**config.mk**
```make
export PLATFORM = sky130hd
export DESIGN_NAME = ofmap_writer
export DESIGN_NICKNAME = d
export VERILOG_FILES = /design/src/rtl/bnn_pkg.sv /design/src/rtl/ofmap_addr_gen.sv /design/src/rtl/ofmap_writer.sv
export SDC_FILE = /design/constraint.sdc
export NUM_CORES = 1
export LEC_CHECK = 0
export CORE_MARGIN = 1.5
export CORE_UTILIZATION = 30
export DETAILED_ROUTE_END_ITERATION = 6
export PLACE_DENSITY_LB_ADDON = 0.15
export SYNTH_ARGS = -nofsm -noshare
export SYNTH_HDL_FRONTEND = slang
export SYNTH_HIERARCHICAL = 1
export SYNTH_SLANG_ARGS = --single-unit
```
**constraint.sdc**
```tcl
create_clock -name clk -period 6.7 [get_ports clk]
set_input_delay 2.01 -clock clk [delete_from_list [all_inputs] [get_ports clk]]
set_output_delay 2.01 -clock clk [all_outputs]
set_load 0.02 [all_outputs]
```
**src/rtl/bnn_pkg.sv**
```systemverilog
// ---------------------------------------------------------------------------
// bnn_pkg
// Shared types and constants for the BNN accelerator datapath blocks.
//   port_input_logic : identifies one bank of the ping-pong feature-map BRAM
//   ofmap_state_t    : state encoding of the output-feature-map writer FSM
//   MAX_OUT_SIZE     : largest output width/height the writer accepts
// ---------------------------------------------------------------------------
package bnn_pkg;

  typedef enum logic {
    BRAM_A = 1'b0,
    BRAM_B = 1'b1
  } port_input_logic;

  typedef enum logic [1:0] {
    IDLE  = 2'd0,
    CALC  = 2'd1,
    WRITE = 2'd2,
    DONE  = 2'd3
  } ofmap_state_t;

  localparam int MAX_OUT_SIZE = 255;

endpackage

```
**src/rtl/ofmap_addr_gen.sv**
```systemverilog
// ---------------------------------------------------------------------------
// ofmap_addr_gen
// Output-size arithmetic and write-address counter for ofmap_writer.
//   clk, rst      : clock and asynchronous active-low reset
//   clear         : layer start accepted; address counter returns to 0
//   calc          : FSM is in CALC; out_size and total are registered
//   step          : one word accepted; address counter advances
//   image_size,
//   kernel_size,
//   padding,
//   stride        : latched layer configuration
//   out_size      : registered output width/height
//   cfg_err       : combinational configuration error, meaningful in CALC
//   addr          : current write address
//   last          : addr holds the final word of the layer
// ---------------------------------------------------------------------------
module ofmap_addr_gen
  import bnn_pkg::*;
#(
  parameter int ADDR_W = 16
) (
  input  logic              clk,
  input  logic              rst,
  input  logic              clear,
  input  logic              calc,
  input  logic              step,
  input  logic [15:0]       image_size,
  input  logic [3:0]        kernel_size,
  input  logic              padding,
  input  logic [1:0]        stride,
  output logic [15:0]       out_size,
  output logic              cfg_err,
  output logic [ADDR_W-1:0] addr,
  output logic              last
);

  logic [16:0] eff;
  logic [16:0] diff;
  logic [16:0] quot;
  logic [16:0] out_calc;
  logic [15:0] total;

  // 17-bit arithmetic so that image_size plus padding cannot overflow.
  // Stride 0 behaves as stride 1, stride 2 is a halving shift and stride 3
  // is flagged as an error. diff is garbage when eff < kernel, but that case
  // is already an error so the result is never used.
  always_comb begin
    eff      = {1'b0, image_size} + (padding ? 17'd2 : 17'd0);
    diff     = eff - {13'd0, kernel_size};
    quot     = (stride == 2'd2) ? (diff >> 1) : diff;
    out_calc = quot + 17'd1;
    cfg_err  = (stride == 2'd3) ||
               (eff < {13'd0, kernel_size}) ||
               (kernel_size == 4'd0) ||
               (out_calc > 17'(MAX_OUT_SIZE));
  end

  // out_size and the word total are captured once in CALC and held for the
  // rest of the layer. out_size never exceeds 255 on the good path, so the
  // square always fits in 16 bits.
  always_ff @(posedge clk or negedge rst) begin
    if (!rst) begin
      out_size <= 16'd0;
      total    <= 16'd0;
    end else if (calc) begin
      if (cfg_err) begin
        out_size <= 16'd0;
        total    <= 16'd0;
      end else begin
        out_size <= out_calc[15:0];
        total    <= {8'd0, out_calc[7:0]} * {8'd0, out_calc[7:0]};
      end
    end
  end

  // Row-major write address: restarts at every accepted start and advances
  // by one on every accepted word.
  always_ff @(posedge clk or negedge rst) begin
    if (!rst) begin
      addr <= '0;
    end else if (clear) begin
      addr <= '0;
    end else if (step) begin
      addr <= addr + ADDR_W'(1);
    end
  end

  // Terminal count: the word being accepted at this address is the last one.
  assign last = (addr == ADDR_W'(total - 16'd1));

endmodule

```
**src/rtl/ofmap_writer.sv**
```systemverilog
// ---------------------------------------------------------------------------
// ofmap_writer
// Output-feature-map write-back controller. Accepts binarized PE results over
// a valid/ready handshake and writes them row-major into the ping-pong BRAM
// bank opposite the one currently being read.
//   clk, rst      : clock and asynchronous active-low reset
//   start         : single-cycle layer start, honoured only in IDLE
//   image_size,
//   kernel_size,
//   padding,
//   stride        : layer configuration, latched on start
//   port_input    : bank being read; writes go to the other bank
//   pe_valid,
//   pe_data,
//   pe_ready      : PE result handshake
//   wr_en_a,
//   wr_en_b,
//   wr_addr,
//   wr_data       : registered BRAM write port (one cycle after handshake)
//   out_size      : computed output width/height
//   busy          : high outside IDLE
//   done          : one-cycle pulse at layer completion
//   err           : sticky configuration error, cleared by the next start
//   stall_cycles  : only with OFMAP_STALL_CNT_EN defined; WRITE cycles in
//                   which pe_valid was low
// Optional feature macro: OFMAP_STALL_CNT_EN
// ---------------------------------------------------------------------------
module ofmap_writer
  import bnn_pkg::*;
#(
  parameter int ADDR_W = 16,
  parameter int DATA_W = 32
) (
  input  logic              clk,
  input  logic              rst,
  input  logic              start,
  input  logic [15:0]       image_size,
  input  logic [3:0]        kernel_size,
  input  logic              padding,
  input  logic [1:0]        stride,
  input  port_input_logic   port_input,
  input  logic              pe_valid,
  input  logic [DATA_W-1:0] pe_data,
  output logic              pe_ready,
  output logic              wr_en_a,
  output logic              wr_en_b,
  output logic [ADDR_W-1:0] wr_addr,
  output logic [DATA_W-1:0] wr_data,
  output logic [15:0]       out_size,
  output logic              busy,
  output logic              done,
  output logic              err
`ifdef OFMAP_STALL_CNT_EN
  ,
  output logic [31:0]       stall_cycles
`endif
);

  ofmap_state_t    state;
  logic [15:0]     image_size_q;
  logic [3:0]      kernel_size_q;
  logic            padding_q;
  logic [1:0]      stride_q;
  port_input_logic target_bank;

  logic              hs;
  logic              start_accept;
  logic              cfg_err;
  logic              last_word;
  logic [ADDR_W-1:0] addr;

  assign hs           = pe_valid & pe_ready;
  assign start_accept = (state == IDLE) & start;

  ofmap_addr_gen #(
    .ADDR_W (ADDR_W)
  ) u_addr_gen (
    .clk         (clk),
    .rst         (rst),
    .clear       (start_accept),
    .calc        (state == CALC),
    .step        (hs),
    .image_size  (image_size_q),
    .kernel_size (kernel_size_q),
    .padding     (padding_q),
    .stride      (stride_q),
    .out_size    (out_size),
    .cfg_err     (cfg_err),
    .addr        (addr),
    .last        (last_word)
  );

  // Main FSM with registered outputs. The write port is a one-cycle
  // registered copy of each handshake. On the good path DONE is the cycle
  // carrying the final strobe and done pulses the cycle after; on the error
  // path done is raised on leaving CALC so it lands two cycles after start.
  // err distinguishes the two cases while in DONE.
  always_ff @(posedge clk or negedge rst) begin
    if (!rst) begin
      state         <= IDLE;
      image_size_q  <= 16'd0;
      kernel_size_q <= 4'd0;
      padding_q     <= 1'b0;
      stride_q      <= 2'd0;
      target_bank   <= BRAM_A;
      pe_ready      <= 1'b0;
      wr_en_a       <= 1'b0;
      wr_en_b       <= 1'b0;
      wr_addr       <= '0;
      wr_data       <= '0;
      busy          <= 1'b0;
      done          <= 1'b0;
      err           <= 1'b0;
    end else begin
      wr_en_a <= 1'b0;
      wr_en_b <= 1'b0;
      done    <= 1'b0;

      if (hs) begin
        wr_en_a <= (target_bank == BRAM_A);
        wr_en_b <= (target_bank == BRAM_B);
        wr_addr <= addr;
        wr_data <= pe_data;
      end

      case (state)
        IDLE: begin
          if (start) begin
            image_size_q  <= image_size;
            kernel_size_q <= kernel_size;
            padding_q     <= padding;
            stride_q      <= stride;
            target_bank   <= (port_input == BRAM_A) ? BRAM_B : BRAM_A;
            err           <= 1'b0;
            busy          <= 1'b1;
            state         <= CALC;
          end
        end
        CALC: begin
          if (cfg_err) begin
            err   <= 1'b1;
            done  <= 1'b1;
            state <= DONE;
          end else begin
            pe_ready <= 1'b1;
            state    <= WRITE;
          end
        end
        WRITE: begin
          if (hs && last_word) begin
            pe_ready <= 1'b0;
            state    <= DONE;
          end
        end
        DONE: begin
          done  <= ~err;
          busy  <= 1'b0;
          state <= IDLE;
        end
        default: begin
          pe_ready <= 1'b0;
          busy     <= 1'b0;
          state    <= IDLE;
        end
      endcase
    end
  end

`ifdef OFMAP_STALL_CNT_EN
  // Stall counter: counts WRITE cycles without a valid PE word. Cleared on
  // an accepted start and left untouched after the layer completes.
  always_ff @(posedge clk or negedge rst) begin
    if (!rst) begin
      stall_cycles <= 32'd0;
    end else if (start_accept) begin
      stall_cycles <= 32'd0;
    end else if ((state == WRITE) && !pe_valid) begin
      stall_cycles <= stall_cycles + 32'd1;
    end
  end
`else
  // Stall counter not built in this configuration.
`endif

endmodule

```
==> run metrics, run 1 <==
status=finished, final reports clean; n_diodes=0; CTS H-tree lvls=4; Clock Tree Buf Depth=2; Setup Viol. Count Final=0; Placer Congestion=0.797; drt first pass iters=4; Avg WL per Cell=14.9 um; Critical-path top delay cell=fa_1; Num CTS Buffers=17; crit path kind=register to register; gr usage total=14.7%; final setup TNS=0 ns; FMAX=157 MHz; fraction of layout cells with a size suffix above 1=27.7%; die height=178 um; boundary pin count=130; largest net degree at the start of global routing=79; port buffer count=129; post-synthesis sequential area ratio=34.5%; reg-to-reg slack, setup=0.32 ns; drt total wl=22,500 um; worst-path fanout max=5; CTS clk-pin slew, worst paths=0.06 ns; layout net count=1,247; Critical Path Sink Type=register; initial antenna violation count=0; slowest cell delay on critical path=0.54 ns; worst-margin pin slew=0.721 ns; Cell variety after synth=85; Overflow after GRT=0; Row Count=63; initial core utilization=30.7%; core region area=0.0298 sq mm; critical path required time=6.98 ns; placed cells=1,473; Top FF cell, synth=dfrtp_1; CTS tree=done; Slew HR=51.9%; Net Count, Synth=1,041; die area=0.0316 sq mm; final worst path period need=6.38 ns; Post-DRT Antenna Nets=0; Mapped Area=0.00915 sq mm; hold crit path type=register to register; EDFF count, synth=0; r2r startpoint=padding_q; final std cells w/o fill=1,517; Fin. Hold Viols=0; max-slew violation count=0; clock sinks=126; Reg2Reg Depth=29; clock skew=0.0140 ns; critical path data arrival time=6.66 ns; Critical Path Sink=u_addr_gen/total[14]; DRC Markers=0; Vias=7,271; worst setup margin=0.316 ns; Yosys reg bits=126; RSZ-0062 raised after global routing=true; Avg Cell Area, Syn=10.1 sq um; dpl hpwl=16,700 um; die width=178 um; DP Worst Slack=-0.153 ns; Clock Latency Late Sink=0.42 ns; Synth-to-Final Area Change=34.8%; Critical path origin=padding_q; vias per inst=4.79; CTS Root Cell=clkbuf_16; DR iter-0 viols=288; crit start category=register; vias in the first global route=7,294; RR Endpoint=u_addr_gen/total[14]; max cap viols=0; Ys Warns=6; fin crit share=95.3%; first-pass GRT wire length=36,900 um; hold_buf cts=0; async set-reset flop share out of synthesis=100%; Post-Syn Instances=910
==> flip-flops by register name (all words and copies together) (netlist names) <==
signal	count
wr_en_a	1
stride_q	2
err	1
kernel_size_q	4
pe_ready	1
image_size_q	16
u_addr_gen/addr	16
wr_en_b	1
padding_q	1
u_addr_gen/total	14
state	2
target_bank	1
wr_data	32
done	1
u_addr_gen/out_size	16
wr_addr	16
busy	1
==> worst max-delay path, delay by kind of cell, from the launching register on <==
kind                     cells  cell delay [ns]
adder cells (fa/ha/maj)      6             2.52
AO/OA/AOI/OAI                9             1.27
AND/OR/NAND/NOR              5             0.92
XOR/XNOR                     3             0.50
buffers and inverters        5             0.44
flip-flops                   1             0.40
multiplexers                 1             0.21
==> logic make-up (layout without fill, tap and decap cells) <==
group                      count (synthesis)  after routing  share of synthesized area, %
DFF                                      126            126                          34.5
xor gates and xnor gates                  68             68                          6.67
and+or+nand+nor                          294            294                          16.8
other                                      2              2                        0.0821
adders and majority gates                 71             71                          11.9
muxes                                     88             88                          11.4
buffers and inverters                    105            322                          5.32
AOI/OAI and AO/OA                        156            156                          13.4
==> metal layers <==
layer	wire, um	up-vias	track usage [%]
li1	-	3595	-
met1	10800	3528	19.2
met4	238	0	4.20
met2	10600	133	25.1
met3	854	15	1.95
met5	0	-	0
==> how the worst min path moves through the flow <==
stage,depth (start not counted),to,startpoint
6_report,1,wr_en_a,target_bank
3_5_place_dp,1,wr_en_a,target_bank
2_1_floorplan,1,wr_en_a,target_bank
4_1_cts,1,wr_en_a,target_bank
5_1_grt,1,wr_en_a,target_bank
3_3_place_gp,1,wr_en_a,target_bank
==> cell usage after synthesis (7+ instances only) <==
| cell type | instances | area [sq um] |
|---|---|---|
| ha_1 | 44 | 551 |
| fa_1 | 27 | 541 |
| nor2_1 | 77 | 289 |
| clkbuf_1 | 20 | 75.1 |
| o21ai_0 | 30 | 150 |
| nand3_1 | 23 | 115 |
| o31ai_2 | 19 | 238 |
| dfrtp_1 | 126 | 3150 |
| mux2_4 | 18 | 270 |
| nand3b_1 | 8 | 60.1 |
| inv_1 | 68 | 255 |
| mux2i_1 | 10 | 100 |
| xor2_1 | 28 | 245 |
| xnor2_1 | 38 | 333 |
| and3_1 | 18 | 113 |
| o31ai_1 | 7 | 52.6 |
| a21o_1 | 7 | 52.6 |
| mux2_2 | 56 | 631 |
| a21oi_1 | 26 | 130 |
| nand2_1 | 64 | 240 |
| nand2b_1 | 14 | 87.6 |
| nor4_1 | 7 | 43.8 |
| nor3_1 | 21 | 105 |
| nor2b_1 | 14 | 87.6 |
| buf_6 | 11 | 124 |
==> what timing repair did <==
| action | CTS | global route |
|---|---|---|
| pin swaps | 6 | 34 |
| endpoints found under the setup margin | 3 | 5 |
| gates resized for setup | 15 | 62 |
| setup buffers | 1 | 13 |
==> metrics by stage <==
stage	hold WS [ns]	cell area (sq um)	util [%]
after global routing	0.461	12300	41.4
after global placement	0.437	11400	38.1
after detailed placement	0.448	11400	38.1
final	0.446	12300	41.4
after floorplan	0.417	9190	-
after CTS	0.449	12000	40.3
==> cell usage in the layout (no fill, tap or decap), types with 13 or more instances in the layout <==
cell	netlist	routed
nor2_1	77	69
a21oi_1	26	19
mux2_2	56	56
o31ai_2	19	19
nor2b_1	14	14
xor2_1	28	26
and3_1	18	18
mux2_4	18	18
nor3_1	21	17
inv_1	68	65
clkbuf_16	0	17
nand3_1	23	22
o21ai_0	30	22
fa_1	27	25
ha_1	44	37
nand2_1	64	63
xnor2_1	38	32
buf_4	2	93
nand2b_1	14	13
clkdlybuf4s50_1	0	128
dfrtp_1	126	126
==> layout make-up <==
cell class              count  area (sq um)
well taps                 390           488
inverters                  69           259
repair buffers            223          2000
clock inverters            13           143
multi-input cells         679          5870
clock buffers              17           425
fillers                  2913         17500
flip-flops and latches    126          3150
Power of run 1 is not shown: default switching activity piles up to over one toggle a cycle in this logic, so the estimate is an artifact.
==> run 2: changes to the inputs <==
Settings changed: CAP_MARGIN from default to 40, MAX_ROUTING_LAYER from default to met4.
==> run 2 against run 1 <==
Compared with the run above:
- via count grew 0.45%
- sequential share of layout area down 0.13 points
- global-route usage rose by 0.42 points
- critical path depth unchanged
==> run metrics, run 2 (synthesis results as in run 1) <==
status=finished, final reports clean (unchanged); die height=178 um (unchanged); Row Count=63 (unchanged); initial core utilization=30.7% (unchanged); Clock Latency Late Sink=0.42 ns (about the same); core region area=0.0298 sq mm (unchanged); CTS tree=done (unchanged); drt first pass iters=4 (unchanged); final worst path period need=6.39 ns (was 6.38 ns); vias per inst=4.81 (was 4.79); fin crit share=95.3% (about the same); fillers=2,907 (was 2,913); total area of sequential cells=0.00315 sq mm (unchanged); n_diodes=0 (unchanged); Overflow after GRT=0 (unchanged); Post-DRT Antenna Nets=0 (unchanged); post-layout util=41.6% (was 41.4%); Vias=7,304 (was 7,271); FMAX=157 MHz (about the same); first-pass GRT wire length=36,900 um (about the same); CTS Root Cell=clkbuf_16 (unchanged); crit path kind=register to register (unchanged); slowest cell delay on critical path=0.54 ns (about the same); r2r startpoint=padding_q (unchanged); max cap viols=0 (unchanged); critical path data arrival time=6.67 ns (was 6.66 ns); Min Hold Slack=0.445 ns (was 0.446 ns); area of the multi-input gates=0.00590 sq mm (was 0.00587 sq mm); Critical Path Sink Type=register (unchanged); critical path required time=6.98 ns (about the same); commonest cells after routing, fill and taps aside=128 x clkdlybuf4s50_1, 126 x dfrtp_1, 93 x buf_4 (unchanged); drt total wl=22,700 um (was 22,500 um); hold_buf cts=0 (unchanged); most common cell after layout, fill and taps aside=clkdlybuf4s50_1 (unchanged); most flop-heavy register=wr_data (unchanged); DRC Markers=0 (unchanged); Critical-path top delay cell=fa_1 (unchanged); largest net degree at the start of global routing=79 (unchanged); hold path start=target_bank (unchanged); boundary pin count=130 (unchanged); Critical path origin=padding_q (unchanged); Num CTS Buffers=17 (unchanged); DP Area=0.0114 sq mm (unchanged); max-slew violation count=0 (unchanged); Avg WL per Cell=14.9 um (about the same); Synth-to-Final Area Change=35.5% (was 34.8%); CTS clk-pin slew, worst paths=0.06 ns (about the same); reg-to-reg slack, setup=0.31 ns (was 0.32 ns); Setup Viol. Count Final=0 (unchanged); port buffer count=129 (unchanged); post-route design area=0.0124 sq mm (was 0.0123 sq mm); Worst Path Buf+Inv=5 (unchanged); Clock Tree Buf Depth=2 (unchanged); Slew HR=51.8% (was 51.9%); CTS H-tree lvls=4 (unchanged); worst-margin pin slew=0.722 ns (was 0.721 ns); worst-path fanout max=5 (unchanged); crit start category=register (unchanged); Fin. Hold Viols=0 (unchanged); vias in the first global route=7,310 (was 7,294); DR iter-0 viols=299 (was 288); clock skew=0.0137 ns (was 0.0140 ns); clock sinks=126 (unchanged); gr usage total=15.1% (was 14.7%); max reg flops=32 (unchanged); Worst path top cell family by delay=adder cells (unchanged); Placer Congestion=0.809 (was 0.797); initial antenna violation count=0 (unchanged); final setup TNS=0 ns (unchanged); die width=178 um (unchanged); layout net count=1,249 (was 1,247); fraction of layout cells with a size suffix above 1=28.3% (was 27.7%); hold crit path type=register to register (unchanged); dpl hpwl=16,700 um (unchanged); die area=0.0316 sq mm (unchanged)
## run 2: area by class of cell
type                            count  share of cell area [%]
Multi-Input combinational cell    679                    47.6
Inverter                           69                    2.12
Timing Repair Buffer              225                    16.3
Tap cell                          390                    3.94
Sequential cell                   126                    25.4
Clock buffer                       17                    3.43
Clock inverter                     13                    1.15
## run 2: path summary, 6_finish.rpt
| check | cells past startpoint | endpoint |
|---|---|---|
| setup / recovery | 29 | u_addr_gen/total[14] |
| hold / removal | 1 | wr_en_a |
| setup reg to reg | 29 | u_addr_gen/total[14] |
| hold reg to reg | 1 | wr_en_a |
| max in group asynchronous | 2 | u_addr_gen/addr[12] |
| min in group asynchronous | 1 | wr_data[12] |
## run 2: layer usage
layer / wire length [um] / global-route usage [%] / up-vias / share of wire [%]
met5: 0 / - / - / 0
met4: 253 / 4.20 / 0 / 1.1
met3: 841 / 1.86 / 19 / 3.7
met2: 10700 / 25.2 / 140 / 47
met1: 10900 / 19.2 / 3546 / 48
li1: - / - / 3599 / -
## run 2: worst register-to-register path: cells and delay by family, from the launching register on
family / cells / cell delay [ns]
adders and majority gates: 6 / 2.53
AOI/OAI and AO/OA: 9 / 1.27
and+or+nand+nor: 5 / 0.93
xor gates and xnor gates: 3 / 0.50
buffers and inverters: 5 / 0.44
DFF: 1 / 0.40
muxes: 1 / 0.21
## run 2: what timing repair did
| item | CTS | global route |
|---|---|---|
| pin swaps | 6 | 39 |
| setup endpoints to repair | 3 | 5 |
| buffers inserted | 1 | 15 |
| resized for setup | 15 | 72 |
## run 2: through the flow
step           setup WS (ns)  instances
2_1_floorplan        -0.0564        910
3_3_place_gp         -0.0192       1473
3_5_place_dp          -0.153       1473
4_1_cts               0.0185       1504
5_1_grt              -0.0516       1519
6_report               0.314       1519
Power of run 2 is left out for the same reason.
==> run 3: changes to the inputs <==
Settings changed: HOLD_SLACK_MARGIN from default to 0.1, SLEW_MARGIN from default to 10.
==> results of run 3 <==
Final layout, timing and power as in run 2 (identical DEF).
Power of run 3 is left out for the same reason.
